File: src/rtl/logic_gate_pkg.sv
// logic_gate_pkg: shared op codes and the per-bit gate function for logic_gate_pipe
package logic_gate_pkg;
  typedef logic [2:0] op_t;
  localparam op_t OP_AND  = 3'b000;
  localparam op_t OP_OR   = 3'b001;
  localparam op_t OP_XOR  = 3'b010;
  localparam op_t OP_NAND = 3'b011;
  localparam op_t OP_NOR  = 3'b100;
  localparam op_t OP_XNOR = 3'b101;
  typedef struct packed {
    logic err;
    logic z;
  } op_res_t;
  // One result bit; illegal codes force the bit to 0 and raise err.
  function automatic op_res_t apply_op(op_t op, logic a, logic b);
    op_res_t r;
    r.err = op > OP_XNOR;
    r.z   = op == OP_AND  ? a & b :
            op == OP_OR   ? a | b :
            op == OP_XOR  ? a ^ b :
            op == OP_NAND ? ~(a & b) :
            op == OP_NOR  ? ~(a | b) :
            op == OP_XNOR ? ~(a ^ b) : 1'b0;
    return r;
  endfunction
endpackage

File: src/rtl/logic_gate_pipe_stage.sv
// pipe_stage: generic valid/ready register slice with full-throughput backpressure
module pipe_stage #(
  parameter int DW = 8
) (
  input  logic          clk,
  input  logic          rst_n,
  input  logic          i_valid,
  output logic          o_ready,
  input  logic [DW-1:0] i_data,
  output logic          o_valid,
  input  logic          i_ready,
  output logic [DW-1:0] o_data
);
  logic          r_valid;
  logic [DW-1:0] r_data;
  assign o_ready = !r_valid || i_ready;
  assign o_valid = r_valid;
  assign o_data  = r_data;
  // load a new beat whenever the slot is empty or its beat is leaving
  always_ff @(posedge clk or negedge rst_n)
    if (!rst_n) begin
      r_valid <= 1'b0;
      r_data  <= '0;
    end else if (o_ready) begin
      r_valid <= i_valid;
      if (i_valid) r_data <= i_data;
    end
endmodule

File: src/rtl/logic_gate_pipe.sv
// logic_gate_pipe: 2-stage bitwise gate pipeline; LOGIC_GATE_PIPE_STATS_EN enables the result-change counter
module logic_gate_pipe
  import logic_gate_pkg::*;
#(
  parameter int WIDTH = 8,
  parameter int CNT_W = 16
) (
  input  logic             clk,
  input  logic             rst_n,
  input  logic             in_valid,
  output logic             in_ready,
  input  logic [WIDTH-1:0] x,
  input  logic [WIDTH-1:0] y,
  input  logic [2:0]       op,
  output logic             out_valid,
  input  logic             out_ready,
  output logic [WIDTH-1:0] z,
  output logic             out_err,
  output logic [CNT_W-1:0] chg_cnt
);
  localparam int S1W = 3 + 2 * WIDTH;
  localparam int S2W = 1 + WIDTH;
  logic             w_s1_valid, w_s2_ready;
  logic [S1W-1:0]   w_s1_data;
  logic [S2W-1:0]   w_s2_data;
  op_t              w_op;
  logic [WIDTH-1:0] w_a, w_b, w_z, w_bit_err;
  assign {w_op, w_a, w_b} = w_s1_data;
  for (genvar g = 0; g < WIDTH; g++) begin : g_bit
    op_res_t w_r;
    assign w_r          = apply_op(w_op, w_a[g], w_b[g]);
    assign w_z[g]       = w_r.z;
    assign w_bit_err[g] = w_r.err;
  end
  pipe_stage #(.DW(S1W)) u_s1 (
    .clk(clk), .rst_n(rst_n),
    .i_valid(in_valid), .o_ready(in_ready), .i_data({op, x, y}),
    .o_valid(w_s1_valid), .i_ready(w_s2_ready), .o_data(w_s1_data)
  );
  pipe_stage #(.DW(S2W)) u_s2 (
    .clk(clk), .rst_n(rst_n),
    .i_valid(w_s1_valid), .o_ready(w_s2_ready), .i_data({|w_bit_err, w_z}),
    .o_valid(out_valid), .i_ready(out_ready), .o_data(w_s2_data)
  );
  assign {out_err, z} = w_s2_data;
`ifdef LOGIC_GATE_PIPE_STATS_EN
  logic [CNT_W-1:0] r_cnt;
  logic [WIDTH-1:0] r_prev;
  // count output transfers whose result differs from the previous transfer, saturating
  always_ff @(posedge clk or negedge rst_n)
    if (!rst_n) begin
      r_cnt  <= '0;
      r_prev <= '0;
    end else if (out_valid && out_ready) begin
      r_prev <= z;
      if (z != r_prev && r_cnt != '1) r_cnt <= r_cnt + 1'b1;
    end
  assign chg_cnt = r_cnt;
`else
  assign chg_cnt = '0;
`endif
endmodule
File: config.mk
export PLATFORM = sky130hd
export DESIGN_NAME = logic_gate_pipe
export DESIGN_NICKNAME = d
export VERILOG_FILES = /design/src/rtl/logic_gate_pkg.sv /design/src/rtl/logic_gate_pipe_stage.sv /design/src/rtl/logic_gate_pipe.sv
export SDC_FILE = /design/constraint.sdc
export NUM_CORES = 1
export LEC_CHECK = 0
export ABC_AREA = 1
export BUFFER_PORTS_ARGS = -buffer_cell sky130_fd_sc_hd__buf_4
export CORE_AREA = 2 2 80 82
export CTS_BUF_LIST = sky130_fd_sc_hd__clkbuf_4 sky130_fd_sc_hd__clkbuf_8 sky130_fd_sc_hd__clkbuf_16
export DETAILED_ROUTE_END_ITERATION = 8
export DIE_AREA = 0 0 82 84
export GPL_ROUTABILITY_DRIVEN = 0
export PLACE_DENSITY = 0.63
export SYNTH_ARGS = -nofsm -noshare
export SYNTH_HDL_FRONTEND = slang
export SYNTH_SLANG_ARGS = --single-unit
File: constraint.sdc
create_clock -name clk -period 2 [get_ports clk]
set_clock_uncertainty 0.2 [all_clocks]
set_input_delay 0.4 -clock clk [delete_from_list [all_inputs] [get_ports clk]]
set_output_delay 0.4 -clock clk [all_outputs]
set_load 0.05 [all_outputs]
### Yosys cells after proc, flatten, opt, wreduce, memory -nomap -nowiden

Index checks and enable logic that the tools add are counted.

| operators by class | value |
|---|---|
| multiply operators | 0 |
| divide/modulo/power cells | 0 |
| equality and inequality tests | 5 |
| reduce and logical (&&, ||, !) cells | 7 |
| $lt $le $gt $ge | 1 |
| multiplexer cells | 48 |
| bitwise gates (word level) | 48 |
| shift operators | 0 |
| $add $sub $neg | 0 |

Operators with widths:

| cell | count |
|---|---|
| 1-bit 2-to-1 mux | 48 |
| 1-bit inverter | 24 |
| 1-bit bitwise AND | 8 |
| 1-bit bitwise OR | 8 |
| 1-bit XOR | 8 |
| 3-bit by 2-bit equality test with 1-bit output, second input constant | 2 |
| 3-bit equality test, second input constant | 2 |
| 2-bit AND reduction | 2 |
| 3-bit by 1-bit equality test with 1-bit output, second input constant | 1 |
| 3-bit greater-than comparator, second input constant | 1 |
| 3-bit zero test | 1 |
| 1-bit zero test | 2 |
| 1-bit logical OR | 2 |

| storage, ports and cells | value |
|---|---|
| flip-flop bits (word level) | 30 |
| word-level logic and storage cells | 113 |
| bits in latches | 0 |
| output and inout port bits | 27 |
| memories | 0 |
| RAM bits | 0 |
| memory bits (read-only) | 0 |
| input port bits | 23 |

### Longest topological paths before layout

| logic depth | value |
|---|---|
| depth in word-level cells | 8 |
| depth in mapped cells | 9 |
| depth with buffers taken out | 9 |

### By module

A second synthesis with hierarchy kept.

| unflattened totals | value |
|---|---|
| cells, all modules | 288 |
| area total of the unflattened synthesis | 2189.6 µm² |

Modules (own cells, without submodules):

| module | area each (µm²) | cells an instance | sequential area each (µm²) | instances |
|---|---|---|---|---|
| logic_gate_pipe | 912.1 | 158 | 0.0 | 1 |
| pipe_stage at u_s1 | 813.3 | 87 | 500.5 | 1 |
| pipe_stage at u_s2 | 464.2 | 43 | 250.2 | 1 |

### Worst setup path before layout

OpenSTA, ideal clock, no wires.

| path | value |
|---|---|
| path type | register -> register |
| from | reg u_s2.r_valid (netlist: u_s2.o_valid) |
| to | reg u_s1.r_valid (netlist: u_s1.o_valid) |
| stages on the path, launching flop included | 6 |
| path buffers | 2 |
| clock period less this slack | 2197 ps |
| arrival | 1854 ps |
| setup time | 143 ps |
| path slack | -197 ps |
| data required time | 1657 ps |
| path through | dfrtp_1 > nand3_1 > nand2_1 > buf_2 > buf_2 > nand2_1 |

| between the ends | value |
|---|---|
| word-level cells in the longest chain between the ends | 3 |

Ends and longest elaborated chain:

| what | RTL line | text |
|---|---|---|
| from (decl) | logic_gate_pipe_stage.sv:14 | `logic r_valid;` |
| from (signal assigned) | logic_gate_pipe_stage.sv:25 | `r_valid <= i_valid;` |
| 1-bit zero test | logic_gate_pipe_stage.sv:16 | `assign o_ready = !r_valid \|\| i_ready;` |
| 1-bit logical OR (2 in a row) | logic_gate_pipe_stage.sv:16 |  |
| via in_ready | logic_gate_pipe.sv:11 | `output logic in_ready,` |
| to (signal assigned) | logic_gate_pipe_stage.sv:25 |  |
| to (decl) | logic_gate_pipe_stage.sv:14 |  |

The timed path passes the listed nets, and every way through them passes these cells.
A chain may end at the register's enable or synchronous reset.

### Worst setup path after layout

| path | value |
|---|---|
| from | reg u_s1.r_data[16] (netlist: u_s1.o_data[16]) |
| to | reg u_s2.r_data[2] (netlist: u_s2.o_data[2]) |

| between the ends | value |
|---|---|
| word-level cells in the longest chain between the ends | 7 |
| elaborated cells on any way between the ends | 12 |
| those cells by class | eq/ne (5); mux (6); reduce/logical (1) |

Ends and longest elaborated chain:

| what | RTL line | text |
|---|---|---|
| from (decl) | logic_gate_pipe_stage.sv:15 | `logic [DW-1:0] r_data;` |
| from (signal assigned) | logic_gate_pipe_stage.sv:26 | `if (i_valid) r_data <= i_data;` |
| 3-bit equality test | logic_gate_pkg.sv:23 | `op == OP_XNOR ? ~(a ^ b) : 1'b0;` |
| 1-bit 2-to-1 mux | logic_gate_pkg.sv:23 |  |
| 1-bit 2-to-1 mux | logic_gate_pkg.sv:22 | `op == OP_NOR ? ~(a \| b) :` |
| 1-bit 2-to-1 mux | logic_gate_pkg.sv:21 | `op == OP_NAND ? ~(a & b) :` |
| 1-bit 2-to-1 mux | logic_gate_pkg.sv:20 | `op == OP_XOR ? a ^ b :` |
| 1-bit 2-to-1 mux | logic_gate_pkg.sv:19 | `op == OP_OR ? a \| b :` |
| 1-bit 2-to-1 mux (*) | logic_gate_pkg.sv:18 | `r.z = op == OP_AND ? a & b :` |
| to (signal assigned) | logic_gate_pipe_stage.sv:26 |  |
| to (decl) | logic_gate_pipe_stage.sv:15 |  |

Every way passes the cells marked *; elsewhere a longest branch is shown, timed or not.

==> flow_summary.toml <==
[sta]
fmax_mhz = 617.6
final-setup-viol-count = 0
timing_max_transition_violations_final = 0
hold_violations = 0
whs_ps = 160.6
final_worst_path_period_share = 0.8096
aggregate_negative_setup_slack_ps = 0
rsz0062_at_grt = "false"
finalWorstPathRequiredPeriod_ps = 1619

[logic_synthesis]
synth.mux.area_fraction = 0
synth_flop_cell = "sky130_fd_sc_hd__dfrtp_1"
synthXorXnorAreaFrac = 0
synth_top_family_by_area = "simple AND/OR/NAND/NOR gates"
synth-simple-area-share = 0.2663
synth-edff-count = 0
synthAdderAreaFrac = 0.09864
synth_seq_area_share = 0.3699
syn_area_per_cell_um2 = 7.461
area_of_the_mapped_netlist_mm2 = 0.002029
postSynthRegisterBits = 30
synthesis.instances = 272
synth_cell_types = 24
synth-compound-area-share = 0.07768
ys_warn_count = 0
async_reset_ff_frac = 1.000

[critical_path]
path_class = "flip-flop to flip-flop"
cpMaxStageDelayCell = "sky130_fd_sc_hd__dfrtp_1"
reg2reg_setup_slack_ps = 380
critical-path-max-stage-delay_ps = 530
critical-path-top-cell-by-count = "sky130_fd_sc_hd__nand2_1"
r2r-start = "u_s1.o_data[16]"
crit-reg2reg-capture = "u_s2.o_data[2]"
critical_path_peak_fanout = 15
ff_to_ff_path_depth = 6
critical_path_required_ps = 1970
cp_cell_sequence = "nor2_4 > nand2_4 > o21ai_0 > inv_1 > nand2_1 > nand2_1"
worstSetupEndpointType = "flip-flop"
cp.arrival_ps = 1590
critical_path.startpoint_type = "flip-flop"

[clock_tree]
clk_pin_slew_ps = 70
ctsHoldBuffers = 1
ctsRootBufferMaster = "sky130_fd_sc_hd__clkbuf_8"
tritoncts = "built"
cts-root-to-sink-buffers = 2
cts.htree.levels = 2
clkSinkCount = 30
post-cts-setup-buffer-count = 0
clkLatencyLatePin_ps = 280
cts_inserted_buffers = 5
cts-resized-gates = 0

[global_routing]
grt_max_degree = 35
grt_first_pass_wirelength_um = 6796
grt_util_all_layers = 0.1238
grt.overflow.total = 0
grt_antenna_before_repair = 0
first_global_vias = 1570

[worst_hold_path]
hold_path_end = "u_s1.o_data[14]"
worstHoldPathType = "input port to flip-flop"
hold-path-cell-count = 3
min-delay-start = "x[6]"

[finish]
fillCellCount = 670
regArea_um2 = 750.7
diodes = 0
drive_gt1_frac = 0.1824
layout-area-overhead-vs-synth_pct = 17.94
multiInputGateArea_um2 = 963.4
finish.net_count = 345

[floorplanning]
start_util = 0.3329
dieHeight_um = 84
design.core.area_mm2 = 0.006096
placement_rows = 29
die_width_um = 82
fp.dieArea_mm2 = 0.006888
floorplan.io_pins = 50

[pwr]
p_sw_frac = 0.4355
switchingPower_uw = 1051
power.leakage_uw = 0.001348
p_comb_frac = 0.440
clock_network_fraction_of_total_power = 0.212
power.ir.vdd_worst_uv = 583.6
power_frac_seq = 0.348
intPower_uw = 1362
power.density_cell_area_mw_per_mm2 = 1008

[run_status]
status = "completed"

[route]
routedWlPerCell_um = 10.21
post_drt_via_cell_ratio = 4.318
drtPass1Iterations = 4
number_of_drc_markers_in_iteration_0 = 131
routed-via-count = 1658
drcViolationCount = 0
wirelength_um = 3919
postRouteAntennaNets = 0

[place]
place.port_buffers = 33
dpl.hpwl_um = 3142

[run]
maxCapViolations = 0
-- power groups by stage --
stage                     clock, uW  sequential (uW)  combinational (uW)
final                           511              840                1060
after global routing            560              860                1170
after CTS                       527              842                1070
after global placement            0              843                1060
after floorplan                   0             1100                 543
after detailed placement          0              853                1060
-- per-stage QoR --
stage | power, uW | utilization | setup WS [ps] | instance area, um2 | std cells
floorplan | 1646 | - | 6.898 | 2091 | 287
global placement | 1907 | 0.3754 | 416.5 | 2288 | 375
detailed placement | 1915 | 0.3754 | 394.9 | 2288 | 375
CTS | 2437 | 0.3927 | 384.5 | 2394 | 384
global route | 2593 | 0.3927 | 194.9 | 2394 | 384
finish | 2412 | 0.3927 | 380.7 | 2394 | 384
-- worst max-delay path: cells and delay by family, from the launching register on --
family          cells  cell delay [ps]
flops               1              530
buf+inv             1               50
compound gates      1              180
simple gates        4              550
-- worst max path at each step --
stage / depth (start not counted) / start / to / slack, ps
final: 6 / u_s1.o_data[16] / u_s2.o_data[2] / 380
after global routing: 6 / u_s1.o_data[16] / u_s2.o_data[0] / 190
after CTS: 6 / u_s1.o_data[16] / u_s2.o_data[2] / 380
after detailed placement: 6 / u_s1.o_data[16] / u_s2.o_data[2] / 390
after global placement: 6 / u_s1.o_data[16] / u_s2.o_data[3] / 420
after floorplan: 5 / u_s2.o_valid / u_s1.o_data[0] / 7
-- layout by cell type (no fill, tap or decap), drive strengths merged --
master       instances
inv                 50
nand2               47
buf                 37
nor2                37
dfrtp               30
nand3               26
a21oi               19
ha                  16
conb                16
o21ai                9
nand4                7
clkbuf               7
nor3                 2
a211o                1
o31ai                1
clkinv               1
dlygate4sd3          1
-- state kept, by name, indices dropped and copies added (netlist names) --
register and flops:
u_s1.o_data 19, u_s2.o_data 9, u_s2.o_valid 1, u_s1.o_valid 1
-- layer usage --
metal | up-vias | global-route usage | part of all wire
met5 | - | 0 | 0
met4 | 0 | 0.03636 | 0.013
met3 | 4 | 0.03247 | 0.066
met2 | 58 | 0.1833 | 0.44
met1 | 717 | 0.1758 | 0.48
li1 | 879 | - | -
-- logic make-up after synthesis --
kind of cell | count (synthesis)
AO/OA/AOI/OAI | 30
flip-flops | 30
AND/OR/NAND/NOR | 119
buffers and inverters | 76
adder cells (fa/ha/maj) | 16
other | 1
-- layout make-up --
class | count | area share
clock inverter | 1 | 0.002091
clock buffer | 7 | 0.03764
timing repair buffer | 38 | 0.1255
sequential | 30 | 0.3136
tap | 77 | 0.04025
inverter | 50 | 0.07841
multi-input combinational | 181 | 0.4025
-- cells in the mapped netlist (2+ instances only) --
cell / number / area [um2]
sky130_fd_sc_hd__nor2_1: 34 / 127.6
sky130_fd_sc_hd__buf_4: 17 / 127.6
sky130_fd_sc_hd__inv_2: 2 / 7.510
sky130_fd_sc_hd__nand2_2: 2 / 12.51
sky130_fd_sc_hd__clkbuf_1: 2 / 7.510
sky130_fd_sc_hd__a21oi_1: 19 / 95.09
sky130_fd_sc_hd__o21ai_1: 4 / 20.02
sky130_fd_sc_hd__nor2_4: 2 / 22.52
sky130_fd_sc_hd__o21ai_0: 5 / 25.02
sky130_fd_sc_hd__buf_6: 3 / 33.78
sky130_fd_sc_hd__ha_1: 16 / 200.2
sky130_fd_sc_hd__dfrtp_1: 30 / 750.7
sky130_fd_sc_hd__nand3_1: 26 / 130.1
sky130_fd_sc_hd__nand2_1: 44 / 165.2
sky130_fd_sc_hd__inv_1: 48 / 180.2
sky130_fd_sc_hd__buf_2: 4 / 20.02
sky130_fd_sc_hd__nand4_1: 7 / 43.79
Power figures use the tool's default switching activity.
